**config.mk**
```make
export PLATFORM = sky130hd
export DESIGN_NAME = imem_loader
export DESIGN_NICKNAME = d
export VERILOG_FILES = /design/src/rtl/imem_loader.sv
export SDC_FILE = /design/constraint.sdc
export NUM_CORES = 1
export LEC_CHECK = 0
export BUFFER_PORTS_ARGS = -buffer_cell sky130_fd_sc_hd__buf_2
export CORE_MARGIN = 3
export CORE_UTILIZATION = 33
export CTS_CLUSTER_SIZE = 24
export DETAILED_ROUTE_END_ITERATION = 6
export GPL_ROUTABILITY_DRIVEN = 0
export PLACE_DENSITY_LB_ADDON = 0.25
export SLEW_MARGIN = 20
export SYNTH_ARGS = -nofsm -noshare
export SYNTH_HDL_FRONTEND = slang
export SYNTH_SLANG_ARGS = --single-unit
```
**constraint.sdc**
```tcl
create_clock -name clk_in -period 5.45 [get_ports clk_in]
set_clock_uncertainty 0.1 [all_clocks]
set_input_delay 0.2725 -clock clk_in [delete_from_list [all_inputs] [get_ports clk_in]]
set_output_delay 0.2725 -clock clk_in [all_outputs]
set_load 0.02 [all_outputs]
```
**src/rtl/imem_loader.sv**
```systemverilog
// imem_loader: 8N1 UART receiver plus frame parser that writes a program image into instruction memory and holds the CPU meanwhile.
// Outputs register one cycle after each received byte; no backpressure (the UART cannot stall); LOADER_CHECKSUM_EN adds the trailing XOR byte check.
module imem_loader #(
  parameter int CLKS_PER_BIT = 434,
  parameter int ADDR_W       = 8
) (
  input  logic              clk_in,
  input  logic              rst,
  input  logic              rx,
  output logic              imem_we,
  output logic [ADDR_W-1:0] imem_addr,
  output logic [31:0]       imem_wdata,
  output logic              cpu_hold,
  output logic              busy,
  output logic              load_done,
  output logic              load_err
);

  localparam int CNT_W = $clog2(CLKS_PER_BIT);
  localparam logic [CNT_W-1:0] BIT_LAST  = CNT_W'(CLKS_PER_BIT - 1);
  localparam logic [CNT_W-1:0] HALF_LAST = CNT_W'(CLKS_PER_BIT / 2 - 1);
  localparam logic [31:0]      LEN_MAX   = 32'd1 << ADDR_W;
  localparam logic [7:0]       SYNC_BYTE = 8'hA5;

  typedef enum logic [1:0] {RX_IDLE, RX_START, RX_DATA, RX_STOP} rx_state_t;

  typedef enum logic [2:0] {
    IDLE, LEN_LO, LEN_HI, DATA,
`ifdef LOADER_CHECKSUM_EN
    CHK,
`endif
    DONE, ERR
  } state_t;

  // ---------------- UART receiver ----------------
  rx_state_t        rx_state_q, rx_state_d;
  logic             rx_meta_q, rx_sync_q;
  logic [CNT_W-1:0] clk_cnt_q, clk_cnt_d;
  logic [2:0]       bit_idx_q, bit_idx_d;
  logic [7:0]       shift_q, shift_d;
  logic             byte_vld_q, byte_vld_d;
  logic             frame_err_q, frame_err_d;

  always_ff @(posedge clk_in or posedge rst) begin
    if (rst) begin
      // Synchronizer resets to the idle line level so reset release never looks like a start bit.
      rx_meta_q   <= 1'b1;
      rx_sync_q   <= 1'b1;
      rx_state_q  <= RX_IDLE;
      clk_cnt_q   <= '0;
      bit_idx_q   <= '0;
      shift_q     <= '0;
      byte_vld_q  <= 1'b0;
      frame_err_q <= 1'b0;
    end else begin
      rx_meta_q   <= rx;
      rx_sync_q   <= rx_meta_q;
      rx_state_q  <= rx_state_d;
      clk_cnt_q   <= clk_cnt_d;
      bit_idx_q   <= bit_idx_d;
      shift_q     <= shift_d;
      byte_vld_q  <= byte_vld_d;
      frame_err_q <= frame_err_d;
    end
  end

  always_comb begin
    rx_state_d  = rx_state_q;
    clk_cnt_d   = clk_cnt_q + CNT_W'(1);
    bit_idx_d   = bit_idx_q;
    shift_d     = shift_q;
    byte_vld_d  = 1'b0;
    frame_err_d = 1'b0;
    case (rx_state_q)
      RX_IDLE: begin
        clk_cnt_d = '0;
        if (!rx_sync_q) rx_state_d = RX_START;
      end
      RX_START: begin
        if (clk_cnt_q == HALF_LAST) begin
          clk_cnt_d  = '0;
          bit_idx_d  = '0;
          rx_state_d = rx_sync_q ? RX_IDLE : RX_DATA;
        end
      end
      RX_DATA: begin
        if (clk_cnt_q == BIT_LAST) begin
          clk_cnt_d = '0;
          shift_d   = {rx_sync_q, shift_q[7:1]};
          bit_idx_d = bit_idx_q + 3'd1;
          if (bit_idx_q == 3'd7) rx_state_d = RX_STOP;
        end
      end
      RX_STOP: begin
        if (clk_cnt_q == BIT_LAST) begin
          byte_vld_d  = rx_sync_q;
          frame_err_d = !rx_sync_q;
          rx_state_d  = RX_IDLE;
        end
      end
      default: rx_state_d = RX_IDLE;
    endcase
  end

  // ---------------- Frame parser ----------------
  state_t          state_q, state_d;
  logic [7:0]      len_lo_q, len_lo_d;
  logic [ADDR_W:0] len_q, len_d;
  logic [ADDR_W:0] wcnt_q, wcnt_d;
  logic [1:0]      bcnt_q, bcnt_d;
  logic [23:0]     wbuf_q, wbuf_d;
  logic            imem_we_q, imem_we_d;
  logic [ADDR_W-1:0] imem_addr_q, imem_addr_d;
  logic [31:0]     imem_wdata_q, imem_wdata_d;
  logic            cpu_hold_q, cpu_hold_d;
  logic            busy_q, busy_d;
  logic            load_done_q, load_done_d;
  logic            load_err_q, load_err_d;
`ifdef LOADER_CHECKSUM_EN
  logic [7:0]      chk_q, chk_d;
`endif

  logic [15:0]     len_word;
  logic [ADDR_W:0] wcnt_inc;
  logic            go_done, go_err, payload_end;

  always_ff @(posedge clk_in or posedge rst) begin
    if (rst) begin
      state_q      <= IDLE;
      len_lo_q     <= '0;
      len_q        <= '0;
      wcnt_q       <= '0;
      bcnt_q       <= '0;
      wbuf_q       <= '0;
      imem_we_q    <= 1'b0;
      imem_addr_q  <= '0;
      imem_wdata_q <= '0;
      cpu_hold_q   <= 1'b0;
      busy_q       <= 1'b0;
      load_done_q  <= 1'b0;
      load_err_q   <= 1'b0;
`ifdef LOADER_CHECKSUM_EN
      chk_q        <= '0;
`endif
    end else begin
      state_q      <= state_d;
      len_lo_q     <= len_lo_d;
      len_q        <= len_d;
      wcnt_q       <= wcnt_d;
      bcnt_q       <= bcnt_d;
      wbuf_q       <= wbuf_d;
      imem_we_q    <= imem_we_d;
      imem_addr_q  <= imem_addr_d;
      imem_wdata_q <= imem_wdata_d;
      cpu_hold_q   <= cpu_hold_d;
      busy_q       <= busy_d;
      load_done_q  <= load_done_d;
      load_err_q   <= load_err_d;
`ifdef LOADER_CHECKSUM_EN
      chk_q        <= chk_d;
`endif
    end
  end

  always_comb begin
    state_d      = state_q;
    len_lo_d     = len_lo_q;
    len_d        = len_q;
    wcnt_d       = wcnt_q;
    bcnt_d       = bcnt_q;
    wbuf_d       = wbuf_q;
    imem_we_d    = 1'b0;
    imem_addr_d  = imem_addr_q;
    imem_wdata_d = imem_wdata_q;
    cpu_hold_d   = cpu_hold_q;
    busy_d       = busy_q;
    load_done_d  = load_done_q;
    load_err_d   = load_err_q;
`ifdef LOADER_CHECKSUM_EN
    chk_d        = chk_q;
`endif
    go_done      = 1'b0;
    go_err       = 1'b0;
    payload_end  = 1'b0;
    len_word     = {shift_q, len_lo_q};
    wcnt_inc     = wcnt_q + (ADDR_W+1)'(1);

    if (frame_err_q) begin
      case (state_q)
        IDLE, DONE, ERR: ;
        default: go_err = 1'b1;
      endcase
    end else if (byte_vld_q) begin
      case (state_q)
        IDLE, DONE, ERR: begin
          if (shift_q == SYNC_BYTE) begin
            state_d     = LEN_LO;
            load_done_d = 1'b0;
            load_err_d  = 1'b0;
            busy_d      = 1'b1;
            cpu_hold_d  = 1'b1;
            wcnt_d      = '0;
            bcnt_d      = '0;
`ifdef LOADER_CHECKSUM_EN
            chk_d       = '0;
`endif
          end
        end
        LEN_LO: begin
          len_lo_d = shift_q;
          state_d  = LEN_HI;
        end
        LEN_HI: begin
          len_d = (ADDR_W+1)'(len_word);
          if ({16'd0, len_word} > LEN_MAX) go_err = 1'b1;
          else if (len_word == 16'd0)      payload_end = 1'b1;
          else                             state_d = DATA;
        end
        DATA: begin
          // Little-endian assembly: the newest byte enters at the top.
          bcnt_d = bcnt_q + 2'd1;
          wbuf_d = {shift_q, wbuf_q[23:8]};
`ifdef LOADER_CHECKSUM_EN
          chk_d  = chk_q ^ shift_q;
`endif
          if (bcnt_q == 2'd3) begin
            imem_we_d    = 1'b1;
            imem_addr_d  = wcnt_q[ADDR_W-1:0];
            imem_wdata_d = {shift_q, wbuf_q};
            wcnt_d       = wcnt_inc;
            if (wcnt_inc == len_q) payload_end = 1'b1;
          end
        end
`ifdef LOADER_CHECKSUM_EN
        CHK: begin
          if (shift_q == chk_q) go_done = 1'b1;
          else                  go_err  = 1'b1;
        end
`endif
        default: ;
      endcase
    end

`ifdef LOADER_CHECKSUM_EN
    if (payload_end) state_d = CHK;
`else
    if (payload_end) go_done = 1'b1;
`endif

    if (go_done) begin
      state_d     = DONE;
      load_done_d = 1'b1;
      busy_d      = 1'b0;
      cpu_hold_d  = 1'b0;
    end
    // A failed load leaves the CPU held so it never runs a partial image.
    if (go_err) begin
      state_d    = ERR;
      load_err_d = 1'b1;
      busy_d     = 1'b0;
    end
  end

  assign imem_we    = imem_we_q;
  assign imem_addr  = imem_addr_q;
  assign imem_wdata = imem_wdata_q;
  assign cpu_hold   = cpu_hold_q;
  assign busy       = busy_q;
  assign load_done  = load_done_q;
  assign load_err   = load_err_q;

endmodule

```
==> run metrics, run 1 <==
Post-Route WL approximately 11000 µm; pwr dens 310 nW/µm²; Synth Warn # 0; Starting Density 34.0%; Die Ht ~130 µm; Final period util approximately 49%; synth cell count leaders dfrtp_1, mux2_2, nand2_1; Synth Instances 455; first-pass GRT wire length ~19000 µm; Worst Path Required 5.59 ns; post-route ant nets 0; fin. max-slew vios 0; max-cap violation count 0; Vias/cell 4.88; most instantiated library cell after synthesis dfrtp_1; CP max FO 36; total global-route track usage around an eighth; Root Driver clkbuf_16; critical path class register to register; synth top area cells dfrtp_1, mux2_2, nand2_1; CTS clk-pin slew, worst paths about 0.050 ns; dpl cell area roughly 5900 µm²; detailed-route via count 3595; Die ar. 18100 µm²; Wirelength per Cell 14.9 µm; area share of the largest cell type after synthesis 57.1%; vias in the first global route ~3600; layout cells sized above 1 30.6%; number of buffers created by CTS 17; Cell Rows 46; Die Span X around 130 µm; Fmax between 300 and 400 MHz; Syn-to-layout area delta 18.9%; Layout Nets 517; CP arrival 2.79 ns; core area around 16000 µm²; Cell variety after synth 54; met2 WL 5310 µm; RSZ-0062 raised after global routing no; outcome finished, final reports clean; synthesized net count 465; CP startpoint kind register; fill count 1574; Fin. Hold Viols 0; CTS tree built; synthesized flop and latch total 126; CP Capture Type register; area of the multi-input gates 2180 µm²; register area 3160 µm²; Leak around 3.3 nW; largest area contributor in the netlist dfrtp_1; Finished Cell Area 6470 µm²; diode count 0; CTS Buffer Depth 2; worst-margin pin slew 0.875 ns; Synth async-reset ratio 100%; clock insertion delay at the later pin of the skew report 0.41 ns; EDFF count, synth 0; DRC Markers 0; dpl hpwl about 7400 µm; HP Class register to register; ys flop type dfrtp_1; initial drt markers 252; mapped cell area around 5400 µm²; htree depth 4; final setup vio count 0; setup ws final 2.80 ns; Overflow after GRT 0; Max VDD drop a little over 0.2 mV; PortBufs 47; Pre-antenna DRT Iters 6; total clock sinks between 100 and 150; setup TNS 0 ns; Post-CTS Resized 0; Mapped Avg Cell Area 12.0 µm²; initial antenna violation count 0; minimum clock period 2.65 ns; Post-Route M1 WL 4960 µm; pin count of the biggest net entering global routing 72; routed length on met3 478 µm; DR top layer met4; max_slew headroom 41.7%; register area share after synthesis 58.0%; pre-CTS setup slack slightly below 3 ns; top-level I/O count 48
## final cells by class
cell class	count	area share, %
flip-flops and latches	126	48.8
multi-input cells	303	33.8
clock buffers	22	7.18
repair buffers	51	4.18
well taps	216	4.18
clock inverters	10	1.39
inverters	8	0.503
## registers in the layout (all words and copies together), names as in the netlist, 2 cells and up, named ones only
register	cells
state_q	3
bit_idx_q	3
wcnt_q	9
bcnt_q	2
len_q	9
len_lo_q	8
wbuf_q	24
imem_wdata	32
imem_addr	8
shift_q	8
clk_cnt_q	9
## critical path, stage by stage (launching register included)
cell and delay (ns):
dfrtp_1 0.50, and3b_1 0.24, nand2_1 0.08, inv_2 0.55
nand4_1 0.24, a2111oi_2 0.60, a2111oi_0 0.16
## layer usage
| layer | global-route usage, % | vias to the layer above |
|---|---|---|
| met2 | 20.4 | 73 |
| met4 | 5.03 | 0 |
| met3 | 3.83 | 19 |
| met5 | 0 | - |
| li1 | - | 1712 |
| met1 | 16.8 | 1791 |
## metrics by stage
step | util, % | power [mW] | hold slack, ns | instances
global route | 40.4 | 2.07 | 0.262 | 736
global placement | 36.8 | 0.975 | 0.250 | 702
CTS | 40.4 | 2.03 | 0.256 | 736
detailed placement | 36.8 | 0.976 | 0.248 | 702
floorplan | - | 0.968 | 0.177 | 455
finish | 40.4 | 2.00 | 0.255 | 736
## layout by cell type, fill, tap and decap left out, types with 4 or more instances in the layout
master and n:
buf_2 47, nor4_1 5, nor3_1 4, nand3_1 10
nor2b_1 6, clkinv_2 4, and3_1 8, xor2_1 10
a21oi_1 13, xnor2_1 9, mux2_2 74, o31ai_1 4
nand4_1 4, clkbuf_16 17, nand2_1 70, o21ai_0 14
inv_1 6, nor2_1 20, dfrtp_1 124, ha_1 7
## kinds of logic after synthesis
group | share of synthesized area [%]
buffers and inverters | 1.82
adders and majority gates | 1.61
AOI/OAI and AO/OA | 7.06
muxes | 15.5
DFF | 58.0
xor gates and xnor gates | 3.06
and+or+nand+nor | 12.9
## where the power goes
part           internal, mW  total (mW)  switching, mW
registers             0.938       0.938       0.000508
clock network         0.648        1.04          0.395
logic               0.00211      0.0203         0.0182
total                  1.59        2.00          0.414
## worst paths after layout
check | from | endpoint | slack, ns | depth (start not counted)
hold reg to reg | rx_meta_q | rx_sync_q | 0.26 | 0
hold / removal | rx_meta_q | rx_sync_q | 0.26 | 0
setup reg to reg | state_q[1] | busy | 2.80 | 6
min in group asynchronous | rst | imem_wdata[14] | 0.50 | 3
max in group asynchronous | rst | wcnt_q[5] | 3.53 | 4
setup / recovery | state_q[1] | busy | 2.80 | 6
## timing repair
action	4_1_cts	5_1_grt
hold buffers	2	0
buffers inserted	0	0
endpoints found under the hold margin	37	0
Note: power is estimated with default switching activity, not from simulation.
==> run 2: changes to the inputs <==
==> constraint.sdc (replaced) <==
create_clock -name clk_in -period 2.2 [get_ports clk_in]
set_clock_uncertainty 0.1 [all_clocks]
set_input_delay 0.11 -clock clk_in [delete_from_list [all_inputs] [get_ports clk_in]]
set_output_delay 0.11 -clock clk_in [all_outputs]
set_load 0.02 [all_outputs]
==> run 2 against run 1 <==
  * Die area unchanged
  * Sequential cell count unchanged
  * Largest cell class unchanged
  * Final cell count is 3.5% higher
  * Count of clock-buffer cells in the layout down 3
  * Critical endpoint is now state_q[0]
  * Final area up 3.5%
  * The run now ends with setup timing left
==> run metrics, run 2 (same netlist as run 1, synthesis figures left out) <==
outcome complete, but fails checks; failing checks setup timing; Internal ~3.8 mW; worst-margin pin slew 0.672 ns; Cell Rows 46; most used cell, CP or4_4; pwr dens 729 nW/µm²; fin. max-slew vios 0; routed length on met3 roughly 480 µm; Pre-antenna DRT Iters 5; first-pass GRT wire length 19000 µm; Clk pwr share 51.3%; Starting Density around 34%; Layout Nets 543; CTS Buffer Depth 2; Vias/cell 4.85; total global-route track usage about an eighth; htree depth 4; max FFs per register 32; CP max FO 3; setup ws final -0.0965 ns; clock insertion delay at the later pin of the skew report 0.41 ns; Post-Route M1 WL 4940 µm; dpl hpwl 7460 µm; Die Ht 134 µm; max incr delay on CP between 0.5 and 0.6 ns; Tot Pwr between 4 and 5 mW; CTS tree built; minimum clock period 2.30 ns; initial antenna violation count 0; Fin. Hold Viols 0; DRC Markers 0; detailed-route via count 3694; Max VDD drop 0.588 mV; post-route ant nets 0; layout cells sized above 1 35.5%; CP Capture Type register; Register-to-Register Path Depth 5; max-cap violation count 0; pin count of the biggest net entering global routing 127; met2 WL 5450 µm; DR top layer met4; vias in the first global route ~3800; number of buffers created by CTS 17; RSZ-0062 raised after global routing yes; HP Class input port to register; Overflow after GRT 0; Wirelength per Cell 14.6 µm; CTS clk-pin slew, worst paths 0.06 ns; Hold Path Cell Cnt 2; switching share of power 22.2%; Worst Path Required 2.44 ns; fill count between 1500 and 2000; CP startpoint kind register; top-level I/O count 48; Leak roughly 3.5 nW; CP arrival 2.53 ns; Syn-to-layout area delta 23.1%; Post-Route WL 11100 µm; crit path cell chain or4_4, or4_4, or3b_1, a221o_1, o21bai_1; Die ar. 18100 µm²; final core utilization about two fifths; core area between 15000 and 20000 µm²; critical path class register to register; Fmax 435 MHz; diode count 0; Combinational Power Share between 1 and 1.5%; switching pwr 1.08 mW; total clock sinks 126; commonest non-fill, non-tap cells in the layout dfrtp_1, mux2_2, nand2_1; initial drt markers 238; PortBufs 47; Die Span X roughly 130 µm; Final period util 104%; Root Driver clkbuf_16; sequential share of power 47.6%; Hold WS 0.238 ns; Worst path slowest cell or4_4; final setup vio count 2; max_slew headroom 55.2%; most common cell after layout, fill and taps aside dfrtp_1
[run 2: cell types whose count changed in the layout (fill, tap and decap cells not counted), sizes merged]
cell | before | now
clkinv | 6 | 7
clkbuf | 22 | 19
bufinv | 1 | 0
clkinvlp | 3 | 4
buf | 49 | 75
inv | 8 | 10
[run 2: path summary, 6_finish.rpt]
check,slack [ns],startpoint,end
max,-0.1,shift_q[1],state_q[0]
min,0.24,rx,rx_meta_q
max reg2reg,-0.1,shift_q[1],state_q[0]
min reg2reg,0.26,rx_meta_q,rx_sync_q
max in group asynchronous,1.17,rst,state_q[0]
min in group asynchronous,0.32,rst,imem_we
[run 2: layer usage]
metal / vias to the layer above / track usage, %
met5: - / 0
met2: 65 / 21.7
li1: 1773 / -
met1: 1836 / 16.3
met3: 20 / 3.94
met4: 0 / 6.50
[run 2: critical path, delay by kind of cell, from the launching register on]
family / cells / cell delay (ns)
AOI/OAI and AO/OA: 2 / 0.41
DFF: 1 / 0.37
and+or+nand+nor: 3 / 1.33
[run 2: power groups by stage]
stage,sequential [mW],clock [mW],combinational [mW]
6_report,2.32,2.50,0.0530
3_3_place_gp,2.36,0,0.0537
2_1_floorplan,2.36,0,0.0346
5_1_grt,2.32,2.69,0.0644
3_5_place_dp,2.36,0,0.0553
4_1_cts,2.32,2.58,0.0580
[run 2: area by class of cell]
type	instances	area, µm²	share of cell area [%]
sequential	126	3160	47.2
multi-input combinational	303	2210	33.0
timing repair buffer	77	490	7.33
clock buffer	19	443	6.62
tap	216	270	4.04
clock inverter	13	91.3	1.36
inverter	8	33.8	0.505
[run 2: timing repair]
item                                    in CTS  in global routing
gates cloned                                 0                  0
buffers inserted                             0                  1
gates resized for setup                      2                  6
pin swaps                                    1                  2
hold buffers                                 2                  0
endpoints found under the setup margin       3                 13
endpoints found under the hold margin      125                  0
[run 2: stage by stage]
| step | area [µm²] | setup WS (ns) | instances | TNS (ns) |
|---|---|---|---|---|
| 2_1_floorplan | 5440 | -0.0983 | 455 | -0.104 |
| 3_3_place_gp | 6110 | -0.0951 | 727 | -0.0951 |
| 3_5_place_dp | 6110 | -0.111 | 727 | -0.133 |
| 4_1_cts | 6670 | -0.0995 | 761 | -0.0995 |
| 5_1_grt | 6690 | -0.169 | 762 | -0.421 |
| 6_report | 6690 | -0.0965 | 762 | -0.102 |
